--- config.mk ---
export PLATFORM = sky130hd
export DESIGN_NAME = mac_accumulate_stage
export DESIGN_NICKNAME = d
export VERILOG_FILES = /design/src/rtl/mac_accumulate_stage.sv
export SDC_FILE = /design/constraint.sdc
export NUM_CORES = 1
export LEC_CHECK = 0
export CORE_ASPECT_RATIO = 0.5
export CORE_MARGIN = 10
export CORE_UTILIZATION = 44
export CTS_CLUSTER_DIAMETER = 120
export DETAILED_ROUTE_END_ITERATION = 10
export PLACE_DENSITY = 0.77
export SYNTH_ARGS = -nofsm -noshare
export SYNTH_HDL_FRONTEND = slang
export SYNTH_SLANG_ARGS = --single-unit
--- constraint.sdc ---
create_clock -name clk -period 2.3 [get_ports clk]
set_input_delay 0.46 -clock clk [delete_from_list [all_inputs] [get_ports clk]]
set_output_delay 0.46 -clock clk [all_outputs]
set_load 0.005 [all_outputs]
--- src/rtl/mac_accumulate_stage.sv ---
// Sequential wrapper around an external 8x8 combinational multiplier: registers operand
// beats onto the multiplier, accumulates the products per burst and hands off the result.
module mac_accumulate_stage #(
    parameter int ACC_W   = 24,
    parameter int COUNT_W = 8
) (
    input  logic               clk,
    input  logic               rst,
    input  logic               in_valid,
    output logic               in_ready,
    input  logic [7:0]         in_a,
    input  logic [7:0]         in_b,
    input  logic               in_last,
    output logic [7:0]         mul_a,
    output logic [7:0]         mul_b,
    input  logic [15:0]        mul_product,
    output logic               out_valid,
    input  logic               out_ready,
    output logic [ACC_W-1:0]   out_acc,
    output logic [COUNT_W-1:0] out_count,
    output logic               out_overflow
);

    typedef enum logic [1:0] {ST_RUN, ST_DRAIN, ST_DONE} state_t;

    state_t             r_state;
    logic [7:0]         r_mul_a;
    logic [7:0]         r_mul_b;
    logic               r_vld_q;
    logic               r_last_q;
    logic [ACC_W-1:0]   r_acc;
    logic [COUNT_W-1:0] r_count;
    logic               r_ovf;

    logic               w_accept;
    logic               w_release;
    logic               w_count_max;
    logic [ACC_W:0]     w_sum;

    assign in_ready     = (r_state == ST_RUN);
    assign out_valid    = (r_state == ST_DONE);
    assign w_accept     = in_valid & in_ready;
    assign w_release    = (r_state == ST_DONE) & out_ready;
    assign w_count_max  = &r_count;
    // One extra bit on the left captures the carry-out for the sticky overflow flag.
    assign w_sum        = {1'b0, r_acc} + {{(ACC_W + 1 - 16){1'b0}}, mul_product};

    assign mul_a        = r_mul_a;
    assign mul_b        = r_mul_b;
    assign out_acc      = r_acc;
    assign out_count    = r_count;
    assign out_overflow = r_ovf;

    always_ff @(posedge clk or posedge rst) begin
        if (rst) begin
            r_state  <= ST_RUN;
            r_mul_a  <= '0;
            r_mul_b  <= '0;
            r_vld_q  <= 1'b0;
            r_last_q <= 1'b0;
        end else begin
            r_vld_q <= w_accept;
            if (w_accept) begin
                r_mul_a  <= in_a;
                r_mul_b  <= in_b;
                r_last_q <= in_last;
            end
            case (r_state)
                ST_RUN: begin
                    if (w_accept && in_last) begin
                        r_state <= ST_DRAIN;
                    end
                end
                ST_DRAIN: begin
                    // r_last_q is always set here; it ties the hand-off to the tagged beat.
                    if (r_last_q) begin
                        r_state <= ST_DONE;
                    end
                end
                ST_DONE: begin
                    if (out_ready) begin
                        r_state <= ST_RUN;
                    end
                end
                default: r_state <= ST_RUN;
            endcase
        end
    end

    always_ff @(posedge clk or posedge rst) begin
        if (rst) begin
            r_acc   <= '0;
            r_count <= '0;
            r_ovf   <= 1'b0;
        end else if (w_release) begin
            r_acc   <= '0;
            r_count <= '0;
            r_ovf   <= 1'b0;
        end else if (r_vld_q) begin
            r_acc <= w_sum[ACC_W-1:0];
            r_ovf <= r_ovf | w_sum[ACC_W];
            if (!w_count_max) begin
                r_count <= r_count + COUNT_W'(1);
            end
        end
    end

endmodule

After elaboration in Yosys (flattened, before gate mapping)
Cells that the tools add are included.
{ "totals": {"ff_bits": 53, "latchBits": 0, "ram_bits": 0, "mem_bits_ro": 0, "elab_cells": 36, "n_memories": 0} }
{ "op_classes": {"n_addsub": 2, "n_mul": 0, "n_div": 0, "magnitude_cmp": 0, "eq_ne": 6, "shift": 0, "n_mux": 11, "bitwise_logic": 3, "n_reduce_logical": 6} }
{ "op_table": {"columns": ["op", "count"], "rows": [
  ["two-way mux 24 bit", 2],
  ["adder 24 x 16 -> 25 bit", 1],
  ["two-way mux 8 bit", 3],
  ["adder 8 x 1 -> 8 bit, second input constant", 1],
  ["AND reduction 8 bit", 1],
  ["two-way mux 2 bit", 3],
  ["one-hot mux 2 bit (3 select lines)", 1],
  ["!= test 2 x 1 -> 1 bit, second input constant", 2],
  ["!= test 2 bit, second input constant", 2],
  ["AND reduction 3 bit", 1],
  ["AND 1 bit", 2],
  ["equality test 2 x 1 -> 1 bit, second input constant", 1],
  ["equality test 2 bit, second input constant", 1],
  ["zero test 2 bit", 1],
  ["two-way mux 1 bit", 2],
  ["AND reduction 2 bit", 1],
  ["nonzero test 2 bit", 1],
  ["logical AND 1 bit", 1],
  ["OR 1 bit", 1]
]} }

Depth between registers and ports, before layout
{ "depth": {"ltp_word": 5, "depth_mapped": 8} }

Worst setup path after synthesis
No wires, ideal clock.
{ "synth_timing": {"kind": "in2reg", "startpoint": "in mul_product[7]", "endpoint": "reg r_acc[21], in the netlist out_acc[21]", "t_arrival_ns": 2.338, "path_slack_ns": -0.116, "stages": 8, "path_buffers": 1, "cell_sequence": "ha_1 clkbuf_2 nand3_1 or3_1 a211o_1 and4_4 or4_1 a21oi_1"} }
{ "synth_via": {"elab_chain_cells": 3} }
{ "synth_rtl": {"columns": ["item", "line_no", "rtl"], "rows": [
  ["from (decl)", "16", "input logic [15:0] mul_product,"],
  ["adder 24 x 16 -> 25 bit", "46", "assign w_sum = {1'b0, r_acc} + {{(ACC_W + 1 - 16){1'b0}}, mul_product};"],
  ["two-way mux 24 bit", "99", "end else if (r_vld_q) begin"],
  ["two-way mux 24 bit", "95", "end else if (w_release) begin"],
  ["to (signal assigned)", "100", "r_acc <= w_sum[ACC_W-1:0];"],
  ["to (decl)", "31", "logic [ACC_W-1:0] r_acc;"]
]} }
No other way between the ends. The select of a mux whose other input is x is not followed.
A chain may end at the register's enable or synchronous reset.

Worst setup path after layout
{ "layout_timing": {"startpoint": "reg r_acc[9], in the netlist out_acc[9]", "endpoint": "reg r_acc[21], in the netlist out_acc[21]"} }
{ "layout_via": {"elab_chain_cells": 3} }
{ "layout_rtl": {"columns": ["item", "line_no"], "rows": [
  ["adder 24 x 16 -> 25 bit", "46"],
  ["two-way mux 24 bit", "99"],
  ["two-way mux 24 bit", "95"]
]} }
No other way between the ends. The select of a mux whose other input is x is not followed.

==> run_results.csv <==
group,metric,value,unit
logic_synthesis,ys_seq_area_share,42.4,%
power_and_ir_drop,internal_power,4.09,mW
logic_synthesis,synth_edf_count,0,
clock_tree,cts_tree,"done",
global_route,grt_pass1_vias,3261,
power_and_ir_drop,power.share.sequential,25.5,%
finish,fillers,476,
floorplan,rows,21,
finish,fin_cells,558,
timing,min_period,2.29,ns
timing,grt_setup_unrepaired,"true",
timing,setup_viol,0,
routing,drc,0,
finish,final_nets,520,
finish,drive_gt1_share,27.3,%
placement,gp_congestion,0.901,
power_and_ir_drop,p_comb_share,62.3,%
logic_synthesis,syn_area_per_cell,9.59,um^2
clock_tree,clk_latency,0.31,ns
setup_path,arrival,2.52,ns
timing,hold_slack,0.439,ns
timing,fmax,436,MHz
power_and_ir_drop,powerDensity,1350,nW/um^2
setup_path,regToRegStartpoint,"out_acc[9]$_DFFE_PP0P_",
clock_tree,cts_htree_levels,2,
timing,drv_slew,0,
floorplan,io_pins,88,
logic_synthesis,synth_flop_cell,"dfrtp_1",
placement,portBuffers,87,
power_and_ir_drop,peakVddDrop,715,uV
global_route,gr-total-overflow,0,
global_route,grt_use_total,17.4,%
global_route,antenna_found_initial,0,
logic_synthesis,synth.area.top_cells,"dfrtp_1 (42%), ha_1 (6.8%), mux2_2 (6.5%)",
finish,final_cell_mix,"clkdlybuf4s50_1 (76), buf_4 (57), dfrtp_1 (53), nor2_1 (26)",
power_and_ir_drop,power.total,6.65,mW
floorplan,die_area,11100,um^2
finish,final_cell_area,4920,um^2
logic_synthesis,synth_top_cell_by_area,"dfrtp_1",
floorplan,fp.dieH,79.6,um
routing,routed_wl,10100,um
setup_path,cp-end-kind,"register",
logic_synthesis,ys_seq_elements,53,
setup_path,reg2reg_depth,7,
placement,dp_cells,545,
logic_synthesis,syn-cell-area,3130,um^2
routing,vias,3135,
floorplan,start_util,46.1,%
placement,post-dp-hpwl,7280,um
logic_synthesis,syn_nets,381,
power_and_ir_drop,power.switching,2.55,mW
placement,place_area,4540,um^2
finish,final_common_cell,"clkdlybuf4s50_1",
global_route,grt_pass1_wl,16000,um
floorplan,die-width,139,um
finish,diodes,0,
finish,fin_util,72.6,%
flow_run,drv_cap,0,
setup_path,startpoint_type,"register",
global_route,grt_max_degree,40,
clock_tree,path_clk_slew,0.08,ns
clock_tree,cts_root_buf,"clkbuf_16",
status,status,"completed",
logic_synthesis,ys_types,51,
logic_synthesis,synth_warnings,0,
routing,drt-pass1-iter-count,7,
setup_path,r2r_end,"out_acc[21]$_DFFE_PP0P_",
clock_tree,clock-sinks,53,
setup_path,cp_max_fo,3,
logic_synthesis,synth_top_area_share,42.4,%
timing,skew,0.0146,ns
timing,post-route-period-util,99.7,%
power_and_ir_drop,p_leak,2.08,nW
setup_path,r2r_slack,0.007,ns
setup_path,cp.required,2.53,ns
worst_hold_path,hold_class,"in2async",
routing,ant_nets,0,
floorplan,coreArea,6780,um^2
routing,via_per_inst,5.62,
routing,avgRoutedWirePerCell,18.1,um
setup_path,worstSetupPathType,"reg2reg",
power_and_ir_drop,power_frac_clock,12.2,%
clock_tree,clock_path_buffers,2,
finish,area_growth,57.4,%
timing,tightest_slew,0.433,ns
logic_synthesis,synth_async_sr_flop_share,100,%
timing,maxSlewHeadroom,70.9,%
logic_synthesis,netlist_instances,326,
clock_tree,cts_buffers,5,
routing,drt_iter0_drc,220,
timing,finalHoldViolCount,0,
power_and_ir_drop,swShare,38.4,%
[metal layers]
layer / global-route usage [%] / wire length (um) / vias up
met5: 0 / 0 / -
met4: 5.07 / 128 / 0
met3: 5.88 / 805 / 17
met2: 31.2 / 5030 / 127
met1: 19.4 / 4130 / 1519
li1: - / - / 1472
[critical path: stages (launching register included)]
cell	delay [ns]
dfrtp_1	0.44
ha_4	0.30
nand3_2	0.07
or3_4	0.36
a211o_1	0.30
and4_4	0.19
or4_4	0.42
a21oi_2	0.14
[per-stage QoR]
stage,setup TNS [ns],worst slack [ns]
after floorplan,-0.0359,-0.0179
after global placement,-8.17,-0.567
after detailed placement,-9.13,-0.650
after CTS,-0.0764,-0.0538
after global routing,-0.176,-0.0488
final,0,0.00672
[power by group through the flow]
| stage | Clock [mW] | Combinational [mW] | Sequential [mW] |
|---|---|---|---|
| 4_1_cts | 0.822 | 3.92 | 1.68 |
| 3_3_place_gp | 0 | 3.60 | 1.65 |
| 2_1_floorplan | 0 | 1.83 | 1.67 |
| 5_1_grt | 0.854 | 4.50 | 1.75 |
| 3_5_place_dp | 0 | 3.71 | 1.68 |
| 6_report | 0.814 | 4.14 | 1.69 |
[repair_timing]
action                                  in CTS  in global routing
endpoints found under the setup margin      18                 16
setup buffers                                4                  1
hold buffers                                 0                  0
pin swaps                                   16                 18
gates resized for setup                     33                 18
[registers in the layout, indices dropped and copies added (netlist names)]
signal        cells
r_vld_q           1
mul_a             8
out_count         8
out_acc          24
r_last_q          1
out_overflow      1
mul_b             8
r_state           2
[final cells by class]
cell class | instances | area, um^2 | share of cell area (%)
Multi-Input combinational cell | 250 | 1970 | 40.1
Sequential cell | 53 | 1330 | 27.0
Timing Repair Buffer | 147 | 1320 | 26.9
Clock buffer | 5 | 125 | 2.54
Tap cell | 92 | 115 | 2.34
Inverter | 8 | 30.0 | 0.610
Clock inverter | 3 | 28.8 | 0.585
[worst max path at each step]
stage                                    to  cells after the start                   start  slack, ns
global route        out_acc[17]$_DFFE_PP0P_                      8  out_acc[4]$_DFFE_PP0P_      -0.05
detailed placement  out_acc[22]$_DFFE_PP0P_                      9          mul_product[0]      -0.65
global placement    out_acc[22]$_DFFE_PP0P_                      9          mul_product[0]      -0.57
floorplan           out_acc[17]$_DFFE_PP0P_                      8         mul_product[10]      -0.02
finish              out_acc[21]$_DFFE_PP0P_                      7  out_acc[9]$_DFFE_PP0P_      0.007
CTS                 out_acc[21]$_DFFE_PP0P_                      7  out_acc[3]$_DFFE_PP0P_      -0.05
[Yosys cell counts, types with 4 or more instances]
library cell	n
clkbuf_1	8
dfrtp_1	53
and3_1	7
mux2_2	18
ha_1	17
and2_1	4
a31oi_1	4
nand2b_1	5
a21oi_1	28
inv_1	8
o21a_1	4
mux2i_1	9
nand4_1	4
xnor2_1	10
nor2_1	26
nand2_1	22
o21ai_0	18
nor3_1	13
xor2_1	4
nand3_1	12
[logic make-up (layout without fill, tap and decap cells)]
logic type	Yosys count	in the layout	share of synthesized area, %
xor gates and xnor gates	14	14	3.92
buffers and inverters	23	163	3.00
AOI/OAI and AO/OA	79	79	15.4
muxes	27	27	9.36
adders and majority gates	18	18	7.44
and+or+nand+nor	112	112	18.4
DFF	53	53	42.4
Note: power is estimated with default switching activity, not from simulation.
